===== config.mk =====
export PLATFORM = sky130hd
export DESIGN_NAME = rv_multi_ctrl_fsm_flat
export DESIGN_NICKNAME = d
export VERILOG_FILES = /design/src/rtl/rv_multi_ctrl_fsm_if.sv /design/src/rtl/rv_multi_ctrl_fsm.sv /design/src/flat_wrapper.sv
export SDC_FILE = /design/constraint.sdc
export NUM_CORES = 1
export LEC_CHECK = 0
export ABC_AREA = 1
export CAP_MARGIN = 40
export CORE_UTILIZATION = 49
export DETAILED_ROUTE_END_ITERATION = 12
export GPL_TIMING_DRIVEN = 0
export PLACE_DENSITY = 0.87
export SYNTH_ARGS = -nofsm -noshare
export SYNTH_HDL_FRONTEND = slang
export SYNTH_SLANG_ARGS = --single-unit
export TNS_END_PERCENT = 100

===== constraint.sdc =====
create_clock -name clk -period 2.3 [get_ports clk]
set_clock_uncertainty 0.1 [all_clocks]
set_input_delay 0.46 -clock clk [delete_from_list [all_inputs] [get_ports clk]]
set_output_delay 0.46 -clock clk [all_outputs]
set_load 0.005 [all_outputs]

===== src/rtl/rv_multi_ctrl_fsm_if.sv =====
// Memory bus between the multicycle controller and instruction/data memory.
// Ports (via modports):
//   master (controller): MemReq, MemWrite, AdrSrc out; MemReady in
//   slave  (memory)    : MemReq, MemWrite, AdrSrc in;  MemReady out
// Handshake: MemReq acts as valid and MemReady as ready. An access completes
// in the cycle where both are high. The controller holds MemReq, MemWrite
// and AdrSrc stable until that cycle. MemReady while MemReq is low is ignored.
interface rv_multi_ctrl_fsm_if;
  logic MemReq;
  logic MemWrite;
  logic AdrSrc;
  logic MemReady;

  modport master (output MemReq, output MemWrite, output AdrSrc, input MemReady);
  modport slave  (input MemReq, input MemWrite, input AdrSrc, output MemReady);
endinterface


===== src/rtl/rv_multi_ctrl_fsm.sv =====
// Main control FSM and ALU/immediate decoder for the multicycle RV32I core.
// Ports:
//   clk, reset (async, active-low)
//   op/funct3/funct7b5   instruction fields
//   Zero/Lt/LtU          ALU compare flags for branches
//   bus                  memory request/ready bus (master side)
//   IRWrite..ALUControl  datapath enables and mux selects
//   Trap/TrapCause       sticky halt indication (01 illegal, 10 timeout)
//   state_dbg            current FSM state encoding
module rv_multi_ctrl_fsm #(
  parameter int WAIT_MAX = 16,
  parameter int ALUC_W   = 4,
  parameter int CNT_W    = 8
) (
  input  logic              clk,
  input  logic              reset,
  input  logic [6:0]        op,
  input  logic [2:0]        funct3,
  input  logic              funct7b5,
  input  logic              Zero,
  input  logic              Lt,
  input  logic              LtU,
  rv_multi_ctrl_fsm_if.master bus,
  output logic              IRWrite,
  output logic              PCWrite,
  output logic              RegWrite,
  output logic [2:0]        ImmSrc,
  output logic [1:0]        ALUSrcA,
  output logic [1:0]        ALUSrcB,
  output logic [1:0]        ResultSrc,
  output logic [ALUC_W-1:0] ALUControl,
  output logic              Trap,
  output logic [1:0]        TrapCause,
  output logic [3:0]        state_dbg
);

  typedef enum logic [3:0] {
    S_FETCH, S_DECODE, S_MEMADR, S_MEMRD, S_MEMWB, S_MEMWR, S_EXECR, S_EXECI,
    S_ALUWB, S_BRANCH, S_JAL, S_JALR, S_JALWB, S_LUI, S_AUIPC, S_TRAP
  } state_t;

  localparam logic [6:0] OP_LOAD  = 7'b0000011;
  localparam logic [6:0] OP_STORE = 7'b0100011;
  localparam logic [6:0] OP_R     = 7'b0110011;
  localparam logic [6:0] OP_I     = 7'b0010011;
  localparam logic [6:0] OP_BR    = 7'b1100011;
  localparam logic [6:0] OP_JAL   = 7'b1101111;
  localparam logic [6:0] OP_JALR  = 7'b1100111;
  localparam logic [6:0] OP_LUI   = 7'b0110111;
  localparam logic [6:0] OP_AUIPC = 7'b0010111;

  // Count value at which the next unanswered wait cycle trips the timeout.
  localparam logic [CNT_W-1:0] WAIT_LIM = (WAIT_MAX > 0) ? CNT_W'(WAIT_MAX - 1) : '0;

  state_t           state, state_n;
  logic [CNT_W-1:0] cnt, cnt_n;
  logic [1:0]       cause_q, cause_n;
  logic             illegal, taken, mem_state, timeout;

  function automatic logic [3:0] alu_dec(input logic [2:0] f3, input logic b5, input logic rtype);
    case (f3)
      3'b000:  alu_dec = (rtype && b5) ? 4'h1 : 4'h0;
      3'b001:  alu_dec = 4'h7;
      3'b010:  alu_dec = 4'h5;
      3'b011:  alu_dec = 4'h6;
      3'b100:  alu_dec = 4'h4;
      3'b101:  alu_dec = b5 ? 4'h9 : 4'h8;
      3'b110:  alu_dec = 4'h3;
      default: alu_dec = 4'h2;
    endcase
  endfunction

  // Opcode/funct legality, evaluated while in DECODE.
  always_comb begin
    illegal = 1'b0;
    case (op)
      OP_LOAD:  illegal = (funct3 == 3'b011) || (funct3 == 3'b110) || (funct3 == 3'b111);
      OP_STORE: illegal = funct3[2] || (funct3 == 3'b011);
      OP_R:     illegal = funct7b5 && !((funct3 == 3'b000) || (funct3 == 3'b101));
      OP_I:     illegal = funct7b5 && (funct3 == 3'b001);
      OP_BR:    illegal = (funct3 == 3'b010) || (funct3 == 3'b011);
      OP_JALR:  illegal = (funct3 != 3'b000);
      OP_JAL, OP_LUI, OP_AUIPC: illegal = 1'b0;
      default:  illegal = 1'b1;
    endcase
  end

  always_comb begin
    case (funct3)
      3'b000:  taken = Zero;
      3'b001:  taken = !Zero;
      3'b100:  taken = Lt;
      3'b101:  taken = !Lt;
      3'b110:  taken = LtU;
      3'b111:  taken = !LtU;
      default: taken = 1'b0;
    endcase
  end

  assign mem_state = (state == S_FETCH) || (state == S_MEMRD) || (state == S_MEMWR);
  assign timeout   = (WAIT_MAX > 0) && mem_state && !bus.MemReady && (cnt == WAIT_LIM);

  always_ff @(posedge clk or negedge reset) begin
    if (!reset) begin
      state   <= S_FETCH;
      cnt     <= '0;
      cause_q <= 2'b00;
    end else begin
      state   <= state_n;
      cnt     <= cnt_n;
      cause_q <= cause_n;
    end
  end

  // Next state, wait counter and trap cause.
  always_comb begin
    state_n = state;
    cause_n = cause_q;
    case (state)
      S_FETCH:  if (bus.MemReady) state_n = S_DECODE;
      S_DECODE: begin
        if (illegal) begin
          state_n = S_TRAP;
          cause_n = 2'b01;
        end else begin
          case (op)
            OP_LOAD, OP_STORE: state_n = S_MEMADR;
            OP_R:              state_n = S_EXECR;
            OP_I:              state_n = S_EXECI;
            OP_BR:             state_n = S_BRANCH;
            OP_JAL:            state_n = S_JAL;
            OP_JALR:           state_n = S_JALR;
            OP_LUI:            state_n = S_LUI;
            default:           state_n = S_AUIPC;
          endcase
        end
      end
      S_MEMADR: state_n = op[5] ? S_MEMWR : S_MEMRD;
      S_MEMRD:  if (bus.MemReady) state_n = S_MEMWB;
      S_MEMWR:  if (bus.MemReady) state_n = S_FETCH;
      S_EXECR, S_EXECI, S_JAL, S_LUI, S_AUIPC: state_n = S_ALUWB;
      S_JALR:   state_n = S_JALWB;
      S_TRAP:   state_n = S_TRAP;
      default:  state_n = S_FETCH;
    endcase
    if (timeout) begin
      state_n = S_TRAP;
      cause_n = 2'b10;
    end

    cnt_n = cnt;
    if (state_n != state) cnt_n = '0;
    else if (mem_state && !bus.MemReady && (cnt != '1)) cnt_n = cnt + 1'b1;
  end

  // Datapath controls. Every output is held at 0 while reset is asserted so
  // that an access in flight is dropped in the same cycle.
  always_comb begin
    bus.MemReq   = 1'b0;
    bus.MemWrite = 1'b0;
    bus.AdrSrc   = 1'b0;
    IRWrite      = 1'b0;
    PCWrite      = 1'b0;
    RegWrite     = 1'b0;
    ImmSrc       = 3'b000;
    ALUSrcA      = 2'b00;
    ALUSrcB      = 2'b00;
    ResultSrc    = 2'b00;
    ALUControl   = '0;
    Trap         = 1'b0;
    TrapCause    = cause_q;
    case (state)
      S_FETCH: begin
        bus.MemReq = 1'b1;
        ALUSrcB    = 2'b10;
        ResultSrc  = 2'b10;
        IRWrite    = bus.MemReady;
        PCWrite    = bus.MemReady;
      end
      S_DECODE: begin
        ALUSrcA = 2'b01;
        ALUSrcB = 2'b01;
        // JAL's target is formed here too, so it needs the J immediate.
        ImmSrc  = (op == OP_JAL) ? 3'b011 : 3'b010;
      end
      S_MEMADR: begin
        ALUSrcA = 2'b10;
        ALUSrcB = 2'b01;
        ImmSrc  = op[5] ? 3'b001 : 3'b000;
      end
      S_MEMRD: begin
        bus.MemReq = 1'b1;
        bus.AdrSrc = 1'b1;
      end
      S_MEMWB: begin
        ResultSrc = 2'b01;
        RegWrite  = 1'b1;
      end
      S_MEMWR: begin
        bus.MemReq   = 1'b1;
        bus.MemWrite = 1'b1;
        bus.AdrSrc   = 1'b1;
      end
      S_EXECR: begin
        ALUSrcA    = 2'b10;
        ALUControl = ALUC_W'(alu_dec(funct3, funct7b5, 1'b1));
      end
      S_EXECI: begin
        ALUSrcA    = 2'b10;
        ALUSrcB    = 2'b01;
        ALUControl = ALUC_W'(alu_dec(funct3, funct7b5, 1'b0));
      end
      S_ALUWB:  RegWrite = 1'b1;
      S_BRANCH: begin
        ALUSrcA    = 2'b10;
        ALUControl = ALUC_W'(4'h1);
        PCWrite    = taken;
      end
      S_JAL: begin
        ALUSrcA = 2'b01;
        ALUSrcB = 2'b10;
        PCWrite = 1'b1;
      end
      S_JALR: begin
        ALUSrcA = 2'b10;
        ALUSrcB = 2'b01;
      end
      S_JALWB: begin
        ALUSrcA   = 2'b01;
        ALUSrcB   = 2'b10;
        ResultSrc = 2'b10;
        RegWrite  = 1'b1;
        PCWrite   = 1'b1;
      end
      S_LUI: begin
        ALUSrcB    = 2'b01;
        ImmSrc     = 3'b100;
        ALUControl = ALUC_W'(4'hA);
      end
      S_AUIPC: begin
        ALUSrcA = 2'b01;
        ALUSrcB = 2'b01;
        ImmSrc  = 3'b100;
      end
      default: Trap = 1'b1;
    endcase
    if (!reset) begin
      bus.MemReq   = 1'b0;
      bus.MemWrite = 1'b0;
      bus.AdrSrc   = 1'b0;
      IRWrite      = 1'b0;
      PCWrite      = 1'b0;
      RegWrite     = 1'b0;
      ImmSrc       = 3'b000;
      ALUSrcA      = 2'b00;
      ALUSrcB      = 2'b00;
      ResultSrc    = 2'b00;
      ALUControl   = '0;
      Trap         = 1'b0;
      TrapCause    = 2'b00;
    end
  end

  assign state_dbg = state;

endmodule


===== src/flat_wrapper.sv =====
// flat-port wrapper written by rule: the top's interface ports become plain ports
module rv_multi_ctrl_fsm_flat 
#(
  parameter int WAIT_MAX = 16,
  parameter int ALUC_W   = 4,
  parameter int CNT_W    = 8
)
  (clk, reset, op, funct3, funct7b5, Zero, Lt, LtU, IRWrite, PCWrite, RegWrite, ImmSrc, ALUSrcA, ALUSrcB, ResultSrc, ALUControl, Trap, TrapCause, state_dbg, bus_MemReq, bus_MemWrite, bus_AdrSrc, bus_MemReady);
  rv_multi_ctrl_fsm_if bus_i ();
  input  logic clk;
  input  logic reset;
  input  logic [6:0] op;
  input  logic [2:0] funct3;
  input  logic funct7b5;
  input  logic Zero;
  input  logic Lt;
  input  logic LtU;
  output logic IRWrite;
  output logic PCWrite;
  output logic RegWrite;
  output logic [2:0] ImmSrc;
  output logic [1:0] ALUSrcA;
  output logic [1:0] ALUSrcB;
  output logic [1:0] ResultSrc;
  output logic [ALUC_W-1:0] ALUControl;
  output logic Trap;
  output logic [1:0] TrapCause;
  output logic [3:0] state_dbg;
  output wire logic [$bits(bus_i.MemReq)-1:0] bus_MemReq;
  output wire logic [$bits(bus_i.MemWrite)-1:0] bus_MemWrite;
  output wire logic [$bits(bus_i.AdrSrc)-1:0] bus_AdrSrc;
  input wire logic [$bits(bus_i.MemReady)-1:0] bus_MemReady;
  assign bus_MemReq = bus_i.MemReq;
  assign bus_MemWrite = bus_i.MemWrite;
  assign bus_AdrSrc = bus_i.AdrSrc;
  assign bus_i.MemReady = bus_MemReady;
  rv_multi_ctrl_fsm #(.WAIT_MAX(WAIT_MAX), .ALUC_W(ALUC_W), .CNT_W(CNT_W)) u_core (.clk(clk), .reset(reset), .op(op), .funct3(funct3), .funct7b5(funct7b5), .Zero(Zero), .Lt(Lt), .LtU(LtU), .bus(bus_i), .IRWrite(IRWrite), .PCWrite(PCWrite), .RegWrite(RegWrite), .ImmSrc(ImmSrc), .ALUSrcA(ALUSrcA), .ALUSrcB(ALUSrcB), .ResultSrc(ResultSrc), .ALUControl(ALUControl), .Trap(Trap), .TrapCause(TrapCause), .state_dbg(state_dbg));
endmodule

Word level (Yosys, flattened, before mapping). Index checks and enable logic that the tools add are counted.

Bits in registers: 14. Bits in latches: 0. Memories: 0. Output and inout bits: 26. Bits of input ports: 17. Word-level logic and storage cells: 122. Bits in writable memories: 0. ROM bits: 0.

Equal/unequal tests: 34. Shift-type cells: 0. Add/sub/neg operators: 1. Multipliers: 0. Magnitude comparators: 0. Divide/modulo/power cells: 0. Muxes and demuxes: 46. Bitwise operators: 0. Reductions and logical operators: 38.

Operators by type and width (number): case mux 4 bit (7 select lines) (3); equality test 4 bit (second input constant) (8); case mux 4 bit (8 select lines) (1); two-way mux 4 bit (6); equality test 7 x 6 -> 1 bit (second input constant) (3); equality test 7 bit (second input constant) (3); two-way mux 1 bit (17); equality test 4 x 3 -> 1 bit (second input constant) (4); two-way mux 8 bit (2); case mux 4 bit (4 select lines) (1); OR reduction 15 bit (1); equality test 7 x 5 -> 1 bit (second input constant) (2); two-way mux 2 bit (7); equality test 3 bit (second input constant) (4); case mux 2 bit (2 select lines) (3); OR reduction 3 bit (4); OR reduction 2 bit (5); OR reduction 5 bit (2); case mux 3 bit (3 select lines) (1); adder 8 x 1 -> 8 bit (second input constant) (1); equality test 4 x 2 -> 1 bit (second input constant) (2); equality test 8 x 4 -> 1 bit (second input constant) (1); != test 8 bit (second input constant) (1); equality test 7 x 2 -> 1 bit (second input constant) (1); other kinds (18) (36).

Logic depth before layout (Yosys ltp). Gate-level depths: netlist (run 1).

Depth in word-level cells: 10. Gate-level depth with buffers: 15. Mapped depth without buffers: 15.

Worst setup path before layout (run 1). No wires, ideal clock.

Path type: input to register. From: input funct3[0]. To: register u_core.cnt[0]. Data arrival time: 1851 ps. Data required time: 2130 ps. Path buffers: 1. Stages: 14. Setup slack: 280 ps. Setup time: 70 ps. Cells stage by stage: buf_2 -> nor2_2 -> nand2_1 -> nand2_1 -> nand2_1 -> nand3_2 -> nand2_2 -> o21bai_4 -> nand3_2 -> nand2_1 -> nand2_1 -> nor2_2 -> nand2_4 -> nor2_2.

Longest elaborated chain between the ends: 10. Elaborated cells on any way between the ends: 23. Classes of those cells: eq/ne (7); mux (5); reduce/logical (11).

Ends and longest elaborated chain: start, declared (RTL line flat_wrapper.sv:13) `input logic [2:0] funct3;`; equality test 3 bit / zero test 3 bit (equally long branches) (RTL line rv_multi_ctrl_fsm.sv:79) `OP_R: illegal = funct7b5 && !((funct3 == 3'b000) || (funct3 == 3'b101));`; logical OR 1 bit (RTL line rv_multi_ctrl_fsm.sv:79); zero test 1 bit (RTL line rv_multi_ctrl_fsm.sv:79); logical AND 1 bit (RTL line rv_multi_ctrl_fsm.sv:79); case mux 1 bit (7 select lines) * (RTL line rv_multi_ctrl_fsm.sv:76) `case (op)`; two-way mux 4 bit * (RTL line rv_multi_ctrl_fsm.sv:122) `if (illegal) begin`; case mux 4 bit (8 select lines) * (RTL line rv_multi_ctrl_fsm.sv:119) `case (state)`; two-way mux 4 bit * (RTL line rv_multi_ctrl_fsm.sv:146) `if (timeout) begin`; named net u_core.state_n[0] (RTL line rv_multi_ctrl_fsm.sv:55) `state_t state, state_n;`; != test 4 bit * (RTL line rv_multi_ctrl_fsm.sv:152) `if (state_n != state) cnt_n = '0;`; two-way mux 8 bit / nonzero test 2 bit (equally long branches); end signal, assigned (RTL line rv_multi_ctrl_fsm.sv:110) `cnt <= cnt_n;`; end, declared (RTL line rv_multi_ctrl_fsm.sv:56) `logic [CNT_W-1:0] cnt, cnt_n;`.

Mark *: on every way through the listed nets, which the timed path passes. The rest lies on a longest branch. A chain may end at the register's enable or synchronous reset.

Worst setup path in the final report (run 1).
From: register u_core.state[1], in the netlist u_core.state_dbg[1]. To: output ImmSrc[2].

Longest elaborated chain between the ends: 4. Elaborated cells on any way between the ends: 7. Classes of those cells: eq/ne (4); mux (2); reduce/logical (1).

Ends and longest elaborated chain: start, declared (RTL line rv_multi_ctrl_fsm.sv:55); start signal, assigned (RTL line rv_multi_ctrl_fsm.sv:109) `state <= state_n;`; equality test 4 bit (RTL line rv_multi_ctrl_fsm.sv:172) `case (state)`; OR reduction 2 bit (no source line); case mux 3 bit (3 select lines) * (RTL line rv_multi_ctrl_fsm.sv:172); two-way mux 3 bit * (RTL line rv_multi_ctrl_fsm.sv:247) `if (!reset) begin`; end, declared (RTL line flat_wrapper.sv:21) `output logic [2:0] ImmSrc;`.

Every way passes the cells marked *; elsewhere a longest branch is shown, timed or not.

==> results of run 1 <==
[Yosys cell counts (5+ instances only)]
cell type  count  share of area (%)
nand3_1       16                5.0
inv_1         42                9.8
nand2_2        8                3.1
nor2_1        46                 11
xor2_1         5                2.7
nand3_2        6                3.7
nand2_1       62                 14
nor2_2        12                4.7
nand4_1        6                2.3
a21oi_1       13                4.0
dfrtp_1       14                 22
nor2_4         5                3.5
[final cells by class]
cell class                      count  area, um^2
Buffer                              2        10.0
Clock buffer                        4        36.3
Fill cell                         182         541
Inverter                           44         173
Multi-Input combinational cell    206        1260
Sequential cell                    14         355
Tap cell                           44        55.1
Timing Repair Buffer               74         652
[per-stage QoR]
| stage | TNS, ns | cell area [um^2] | hold WS [ns] | power [mW] |
|---|---|---|---|---|
| final | -0.106 | 2540 | 0.416 | 2.24 |
| after global routing | -0.967 | 2540 | 0.441 | 2.33 |
| after CTS | -0.179 | 2310 | 0.407 | 1.85 |
| after detailed placement | -22.68 | 2070 | 0.387 | 1.43 |
| after global placement | -22.88 | 2070 | 0.360 | 1.42 |
| after floorplan | 0 | 1610 | 0.0644 | 1.05 |
[cells in the final DEF (no fill, tap or decap), drive strengths merged, types with 2 or more instances in the layout]
cell type       n
nand2          71
nor2           63
inv            44
buf            36
nand3          23
clkdlybuf4s50  15
dfrtp          14
a21oi          13
clkbuf         12
nand4           6
clkdlybuf4s15   6
xor2            5
dlymetal6s2s    5
dlygate4sd2     5
nor3            4
o21ai           4
a31oi           3
o2111ai         2
xnor2           2
[power breakdown]
group | switching (mW) | total, mW | internal, mW
Sequential | 0.0562 | 0.347 | 0.291
Combinational | 0.977 | 1.71 | 0.735
Clock | 0.0868 | 0.183 | 0.0965
[flip-flops by register name (all words and copies together), names as in the netlist]
signal / flops
u_core.cnt: 8
u_core.cause_q: 2
u_core.state_dbg: 4
[path summary, 6_finish.rpt]
kind | to | slack (ns) | cells past startpoint
setup / recovery | ImmSrc[2] | -0.05 | 6
hold / removal | u_core.cause_q[1]$_DFFE_PN0P_ | 0.42 | 2
setup reg to reg | u_core.cnt[2]$_DFFE_PN0P_ | 0.09 | 14
hold reg to reg | u_core.cause_q[1]$_DFFE_PN0P_ | 0.42 | 2
max in group asynchronous | u_core.state_dbg[2]$_DFF_PN0_ | 0.93 | 2
min in group asynchronous | u_core.cnt[6]$_DFFE_PN0P_ | 0.68 | 2
[routing by layer]
metal	vias up	routed length, um
met4	0	386
met5	-	0
li1	1010	-
met2	194	2990
met3	53	638
met1	1030	2280
[timing repair]
| item | CTS | global route |
|---|---|---|
| hold endpoints to repair | 14 | 0 |
| pin swaps | 8 | 24 |
| endpoints found under the setup margin | 30 | 21 |
| gates cloned | 0 | 1 |
| resized for setup | 68 | 60 |
| setup buffers | 19 | 13 |
| hold buffers | 1 | 0 |
[logic make-up (layout without fill, tap and decap cells)]
group,after synthesis,in the layout,synth area share [%]
xor gates and xnor gates,7,7,3.82
buffers and inverters,46,124,10.8
and+or+nand+nor,166,167,49.5
DFF,14,14,21.8
AOI/OAI and AO/OA,30,30,12.6
adders and majority gates,1,1,0.779
muxes,1,1,0.623
[worst reg2reg max path: stages (launching register included)]
cell     delay [ns]
dfrtp_2        0.45
buf_4          0.15
nand2_2        0.09
inv_1          0.10
nand2_1        0.11
o21ai_0        0.09
inv_1          0.07
o21ai_0        0.14
a21oi_2        0.21
nand3_2        0.13
nand2_1        0.09
nand2_1        0.06
nor2_2         0.13
nand2_4        0.12
nor2_2         0.12
==> out/qor.txt, run 1 <==
Layer with the highest usage = met2
Minimum clock period = 2.35 ns
Final hold violation count = 0
Clock slew at reported path FFs = 0.09 ns
DRC = 0
Worst-path cell chain = inv_4 > nand2_4 > nor2_2 > nor2_1 > nor2_1 > clkdlybuf4s50_1
Final setup fails = 3
First-pass GRT wire length = 7920 um
Starting Density = 52.2%
N_diodes = 0
GR Overflow Total = 0
Crit path arrival time = 1.79 ns
Reg2reg start = u_core.state_dbg[2]$_DFF_PN0_
Hold crit path type = reg -> reg
IO Port Bufs = 41
Mapped Area = 1610 um^2
Final ANT Viol Nets = 0
Syn-to-layout area delta = 57.9%
WL/cell = 16.2 um
Worst EP required = 1.74 ns
Detailed-route via count = 2287
Cell Rows = 20
TritonCTS clock tree = built
Yosys synthesis warning count = 0
Hpwl dp = 3190 um
GRT Util Overall = 29.5%
Vias in the first global route = 1840
Core box area = 3080 um^2
Avg Cell Area, Syn = 6.06 um^2
CTS Buf Count = 3
Share of layout cells above drive strength 1 = 38.4%
Power per Cell Area = 883 nW/um^2
Die Height = 59.3 um
Antenna violations before repair = 0
Clk Latency, worst-skew pair = 0.29 ns
Max-cap violations = 0
Gate Count Post-Synth = 265
DRT Pass-1 Iters = 7
Fin crit share = 102%
Met1 Usage GRT = 36.4%
Max Buffers Root-to-Sink = 2
Slew @ Worst Pin = 0.699 ns
HP Start = u_core.cause_q[1]$_DFFE_PN0P_
GP Congestion = 0.903
EDFF count, synth = 0
Asr flop ratio synth = 100%
Crit path launch = u_core.state_dbg[1]$_DFF_PN0_
Yosys reg bits = 14
Finished Layout Cells = 388
CP Launch Type = flip-flop
Max VDD drop = 0.550 mV
Total Nets Final = 363
Die ar. = 3510 um^2
Max stage delay on crit path = 0.50 ns
Seq/Total Area, Yosys = 21.8%
Placed Cells = 350
Met2 usage = 51.5%
Outcome = finished with violations
CTS root buf = clkbuf_4
Num ports = 43
RSZ-0062 raised after global routing = yes
Top_reg_cell synth = dfrtp_1
Met3 Track Usage GR = 3.49%
Crit-path slowest cell = clkdlybuf4s50_1
Die Width = 59.3 um
Drt initial violations = 278
P_leak = 1.31 nW
Worst Setup Path Type = reg -> out
Final WS setup = -0.0517 ns
CP endpoint kind = output port
DRT Wirelength = 6300 um
Failing checks = negative setup slack
Max-slew violations = 0
Critical path's top delay family = buffers and inverters
Layout Utilization = 82.4%
H-tree levels = 1
CTS Sinks = 14
Slew HR = 53.3%
Max FO, Critical Path = 5
Vias per cell = 5.89
F_max = 425 MHz
CP bufs+invs = 2
Pin count of the biggest net entering global routing = 15
Synth cell types = 31
Most frequent CP cell = nor2_1
Syn Nets = 283
Post-Place Worst Slack = -1.10 ns
(Power assumes the default switching activity.)
==> inputs of run 2 (changes only) <==
--- a/config.mk
+++ b/config.mk
@@ -10,6 +10,7 @@
 export CORE_UTILIZATION = 49
 export DETAILED_ROUTE_END_ITERATION = 12
 export GPL_TIMING_DRIVEN = 0
+export MAX_ROUTING_LAYER = met4
 export PLACE_DENSITY = 0.87
 export SYNTH_ARGS = -nofsm -noshare
 export SYNTH_HDL_FRONTEND = slang
==> run 2 against run 1 <==
  * The run still ends with negative setup slack left
  * Design area increased by 1.0%
  * Clock-buffer cell count stayed put
  * Via count rose by 2.8%
  * Die area is the same
  * Register-to-register slack worse by 0.15 ns
  * Highest routed layer unchanged
==> out/qor.txt, run 2 (synthesis results as in run 1) <==
GR Overflow Total = 0
Post-Place Worst Slack = -1.10 ns
Max-slew violations = 0
GP Congestion = 0.930
Vias in the first global route = 1931
GRT Util Overall = 32.6%
Setup TNS = -0.774 ns
CP Launch Type = input port
DRC = 0
Critical path's top delay family = simple AND/OR/NAND/NOR gates
Clk Latency, worst-skew pair = 0.29 ns
DRT Pass-1 Iters = 7
Slew @ Worst Pin = 0.669 ns
Die Width = 59.3 um
Clock slew at reported path FFs = 0.10 ns
CTS Buf Count = 3
Slew HR = 55.2%
Max reg flops = 8
Power per Cell Area = 879 nW/um^2
Vias per cell = 6.03
CP bufs+invs = 5
First-pass GRT wire length = 8540 um
Hold crit path type = reg -> reg
Die ar. = 3510 um^2
Comb pwr share = 76.1%
Drt initial violations = 388
Minimum clock period = 2.39 ns
P_leak = 1.36 nW
Crit-path slowest cell = clkdlybuf4s15_1
Detailed-route via count = 2351
Failing checks = negative setup slack
Cell Int Power = 1.11 mW
CTS Sinks = 14
Outcome = finished with violations
DRT Wirelength = 7030 um
Antenna violations before repair = 0
Max FO, Critical Path = 8
CTS root buf = clkbuf_4
Share of layout cells above drive strength 1 = 39.3%
Max stage delay on crit path = 0.25 ns
Final hold violation count = 0
Core box area = 3080 um^2
Clock share of power = 8.3%
Final-layout fill cell count = 179
WL/cell = 18.0 um
Worst Setup Path Type = in -> reg
Flop-to-flop setup slack = -0.06 ns
Final WS setup = -0.0923 ns
F_max = 418 MHz
N_diodes = 0
Register share of total power = 15.6%
Starting Density = 52.2%
Max VDD drop = 0.614 mV
Fin crit share = 104%
Switch Pwr = 1.15 mW
Final ANT Viol Nets = 0
TritonCTS clock tree = built
IO Port Bufs = 41
Die Height = 59.3 um
Sw frac = 50.9%
Worst-path cell chain = clkdlybuf4s15_1 > inv_2 > nor2_4 > buf_4 > nand3_1 > nand2_1 > inv_1 > nand2_2 > buf_4 > o21bai_2 > nand4_1 > nand2_1 > nor2_2 > nand2_4 > nor2_2
RSZ-0062 raised after global routing = yes
Most flops, register = u_core.cnt
Most common cell after layout, fill and taps aside = nand2_1
Commonest non-fill, non-tap cells in the layout = 46 x nand2_1, 34 x nor2_1, 30 x buf_4, 29 x inv_1, 22 x nor2_2
CP endpoint kind = flip-flop
Max-cap violations = 0
H-tree levels = 1
Total power = 2.25 mW
Pin count of the biggest net entering global routing = 15
Final setup fails = 15
WHS = 0.379 ns
Crit path arrival time = 2.52 ns
Hpwl dp = 3240 um
Cell Rows = 20
Max Buffers Root-to-Sink = 2
Total Nets Final = 365
Worst EP required = 2.43 ns
Num ports = 43
Syn-to-layout area delta = 59.6%
## run 2: worst paths after layout
kind,startpoint,end,cells past startpoint
worst max-delay path,op[6],u_core.cnt[5]$_DFFE_PN0P_,15
worst max register to register,u_core.state_dbg[3]$_DFF_PN0_,u_core.cnt[5]$_DFFE_PN0P_,14
max in group asynchronous,reset,u_core.state_dbg[2]$_DFF_PN0_,2
min in group asynchronous,reset,u_core.cnt[6]$_DFFE_PN0P_,2
worst min register to register,u_core.cause_q[1]$_DFFE_PN0P_,u_core.cause_q[1]$_DFFE_PN0P_,2
worst min-delay path,u_core.cause_q[1]$_DFFE_PN0P_,u_core.cause_q[1]$_DFFE_PN0P_,2
## run 2: what timing repair did
action | in CTS | in global routing
pin swaps | 12 | 19
buffers inserted | 22 | 12
hold endpoints to repair | 14 | 0
hold buffers | 1 | 0
resized for setup | 65 | 63
setup endpoints to repair | 30 | 21
cloned | 1 | 0
## run 2: cell type report
class                      instances  area, um^2  area share, %
inverter                          44         173           6.74
clock buffer                       4        36.3           1.42
buffer                             2        10.0          0.390
sequential                        14         354           13.8
tap                               44        55.1           2.15
multi-input combinational        206        1260           49.1
timing repair buffer              76         677           26.4
## run 2: tightest hold or removal path, delay by kind of cell (launching register included)
family           cells  cell delay (ns)
AND/OR/NAND/NOR      2             0.10
flip-flops           1             0.35
## run 2: routing by layer
metal | share of wire, % | global-route usage [%] | vias up | wire (um)
met2 | 46 | 53.1 | 211 | 3230
met3 | 11 | 5.90 | 70 | 743
met4 | 7.1 | 15.6 | 0 | 498
li1 | - | - | 1017 | -
met1 | 36 | 38.5 | 1053 | 2550
met5 | 0 | - | - | 0
## run 2: power groups by stage
stage               sequential (mW)  combinational, mW  clock (mW)
finish                        0.351               1.72       0.186
global route                  0.354               1.80       0.191
CTS                           0.344               1.33       0.179
detailed placement            0.346               1.09           0
global placement              0.346               1.07           0
floorplan                     0.336              0.713           0
## run 2: through the flow
stage,std cells,instance area [um^2],utilization [%]
2_1_floorplan,265,1610,-
3_3_place_gp,350,2070,67.3
3_5_place_dp,350,2070,67.3
4_1_cts,378,2340,76.1
5_1_grt,390,2560,83.3
6_report,390,2560,83.3
==> inputs of run 3 (changes only) <==
--- a/config.mk
+++ b/config.mk
@@ -7,6 +7,7 @@
 export LEC_CHECK = 0
 export ABC_AREA = 1
 export CAP_MARGIN = 40
+export CORE_MARGIN = 4
 export CORE_UTILIZATION = 49
 export DETAILED_ROUTE_END_ITERATION = 12
 export GPL_TIMING_DRIVEN = 0
==> run 3 against run 2 <==
  * The run still ends with negative setup slack left
  * Clock-buffer cell count is the same
  * Clock power about the same
  * Critical path type is now reg -> reg
  * Register-to-register slack about the same
  * Critical path depth shrank 2
  * Utilization shrank 0.11 points
  * Via count is 1.4% higher
  * Maximum frequency up 1.2%
  * Critical endpoint is now u_core.cnt[3]$_DFFE_PN0P_
  * Die area grew 21%
  * Design area grew 0.68%
  * Worst hold slack gained 0.031 ns
==> out/qor.txt, run 3 (synthesis results as in run 1) <==
Outcome = finished with violations
Failing checks = negative setup slack
Finished Cell Area = 2580 um^2
Critical path's top delay family = simple AND/OR/NAND/NOR gates
Fin crit share = 103%
DRT Pass-1 Iters = 5
Final hold violation count = 0
Max VDD drop = 0.564 mV
Drt initial violations = 293
CTS Sinks = 14
Final ANT Viol Nets = 0
Hold crit path type = reg -> reg
Detailed-route via count = 2384
CP endpoint kind = flip-flop
Num ports = 43
DRC = 0
Most frequent CP cell = nor2_4
Total Nets Final = 364
Most common cell after layout, fill and taps aside = nand2_1
Syn-to-layout area delta = 60.7%
WL/cell = 18.6 um
CTS Buf Count = 3
Max-slew violations = 0
GRT Util Overall = 28.2%
Power per Cell Area = 876 nW/um^2
Final-layout fill cell count = 163
GR Overflow Total = 0
Vias in the first global route = 2097
Share of layout cells above drive strength 1 = 41.7%
Die Width = 65.3 um
Crit path arrival time = 2.50 ns
Worst Setup Path Type = reg -> reg
IO Port Bufs = 41
Final setup fails = 10
Worst EP required = 2.44 ns
Max reg flops = 8
Clk Latency, worst-skew pair = 0.29 ns
CTS root buf = clkbuf_4
Placed cell areas = 2070 um^2
GP Congestion = 0.972
Max Buffers Root-to-Sink = 2
RSZ-0062 raised after global routing = yes
DRT Wirelength = 7240 um
WHS = 0.409 ns
H-tree levels = 1
F_max = 423 MHz
P_leak = 1.37 nW
Crit-path slowest cell = dfrtp_2
Die Height = 65.3 um
First-pass GRT wire length = 9260 um
Pin count of the biggest net entering global routing = 15
Slew @ Worst Pin = 0.690 ns
Max FO, Critical Path = 8
Reg2Reg Depth = 13
CP Launch Type = flip-flop
Hpwl dp = 3320 um
Starting Density = 51.8%
Die ar. = 4260 um^2
Vias per cell = 6.13
Core box area = 3100 um^2
Most flops, register = u_core.cnt
Max-cap violations = 0
Hold path depth = 2
Cell Rows = 20
CP bufs+invs = 5
Worst-path cell chain = buf_6 > nor2_4 > inv_2 > nor2_4 > buf_4 > inv_1 > o21bai_4 > buf_4 > nand4_1 > nand2_1 > nor2_2 > nand2_4 > nor2_4
N_diodes = 0
Worst path depth = 13
Slew HR = 53.8%
Commonest non-fill, non-tap cells in the layout = 43 x nand2_1, 35 x nor2_1, 31 x inv_1, 30 x buf_4, 22 x nand2_2
TritonCTS clock tree = built
Max stage delay on crit path = 0.48 ns
Clock slew at reported path FFs = 0.09 ns
Final WS setup = -0.0641 ns
Antenna violations before repair = 0
Minimum clock period = 2.36 ns
run 3: cell count changes in the layout (fill, tap and decap cells not counted), moves of 3 or more:
cell             delta
nor2_4              +6
dlygate4sd2_1       +3
clkdlybuf4s15_1     -4
a21oi_1             -5
nand2_1             -3
clkbuf_2            +3
nor2_2              -7
nand2_2             +3
a21oi_2             +5
run 3: layout make-up:
cell class	instances	area [um^2]	area share (%)
Clock buffer	4	36.3	1.41
Sequential cell	14	353	13.7
Multi-Input combinational cell	205	1310	50.7
Inverter	44	170	6.59
Tap cell	44	55.1	2.13
Timing Repair Buffer	76	648	25.1
Buffer	2	10.0	0.388
run 3: through the flow:
stage | std cells | util [%] | setup WS [ns] | power, mW | TNS (ns)
4_1_cts | 381 | 77.0 | -0.183 | 1.88 | -0.361
6_report | 389 | 83.2 | -0.0641 | 2.26 | -0.492
5_1_grt | 389 | 83.2 | -0.156 | 2.35 | -1.57
2_1_floorplan | 265 | - | 0.280 | 1.05 | 0
3_5_place_dp | 350 | 66.8 | -1.15 | 1.44 | -23.77
3_3_place_gp | 350 | 66.8 | -1.12 | 1.43 | -22.60
run 3: tightest hold or removal path, cell delays in order, from the launching register on:
cell     delay, ns
dfrtp_1       0.37
nand2_1       0.06
nand2_1       0.05
run 3: path summary, 6_finish.rpt:
| check | start | to | slack, ns |
|---|---|---|---|
| worst max-delay path | u_core.state_dbg[2]$_DFF_PN0_ | u_core.cnt[3]$_DFFE_PN0P_ | -0.06 |
| worst min-delay path | u_core.cause_q[1]$_DFFE_PN0P_ | u_core.cause_q[1]$_DFFE_PN0P_ | 0.41 |
| worst max register to register | u_core.state_dbg[2]$_DFF_PN0_ | u_core.cnt[3]$_DFFE_PN0P_ | -0.06 |
| worst min register to register | u_core.cause_q[1]$_DFFE_PN0P_ | u_core.cause_q[1]$_DFFE_PN0P_ | 0.41 |
| max in group asynchronous | reset | u_core.state_dbg[1]$_DFF_PN0_ | 0.95 |
| min in group asynchronous | reset | u_core.cnt[6]$_DFFE_PN0P_ | 0.67 |
run 3: metal layers:
layer	share of wire [%]	global-route usage [%]	vias to the layer above	routed length, um
met3	9.5	3.93	74	685
li1	-	-	1009	-
met2	47	49.7	225	3400
met1	36	31.3	1076	2600
met5	0	-	-	0
met4	7.6	13.2	0	552
run 3: repair_timing:
item / in CTS / in global routing
pin swaps: 27 / 24
buffers inserted: 26 / 9
hold endpoints to repair: 14 / 0
setup endpoints to repair: 30 / 19
resized for setup: 81 / 66
hold buffers: 1 / 0
run 3: report_power, final:
| group | internal, mW | switching [mW] |
|---|---|---|
| sequential | 0.288 | 0.0583 |
| clock | 0.0966 | 0.0921 |
| combinational | 0.701 | 1.03 |
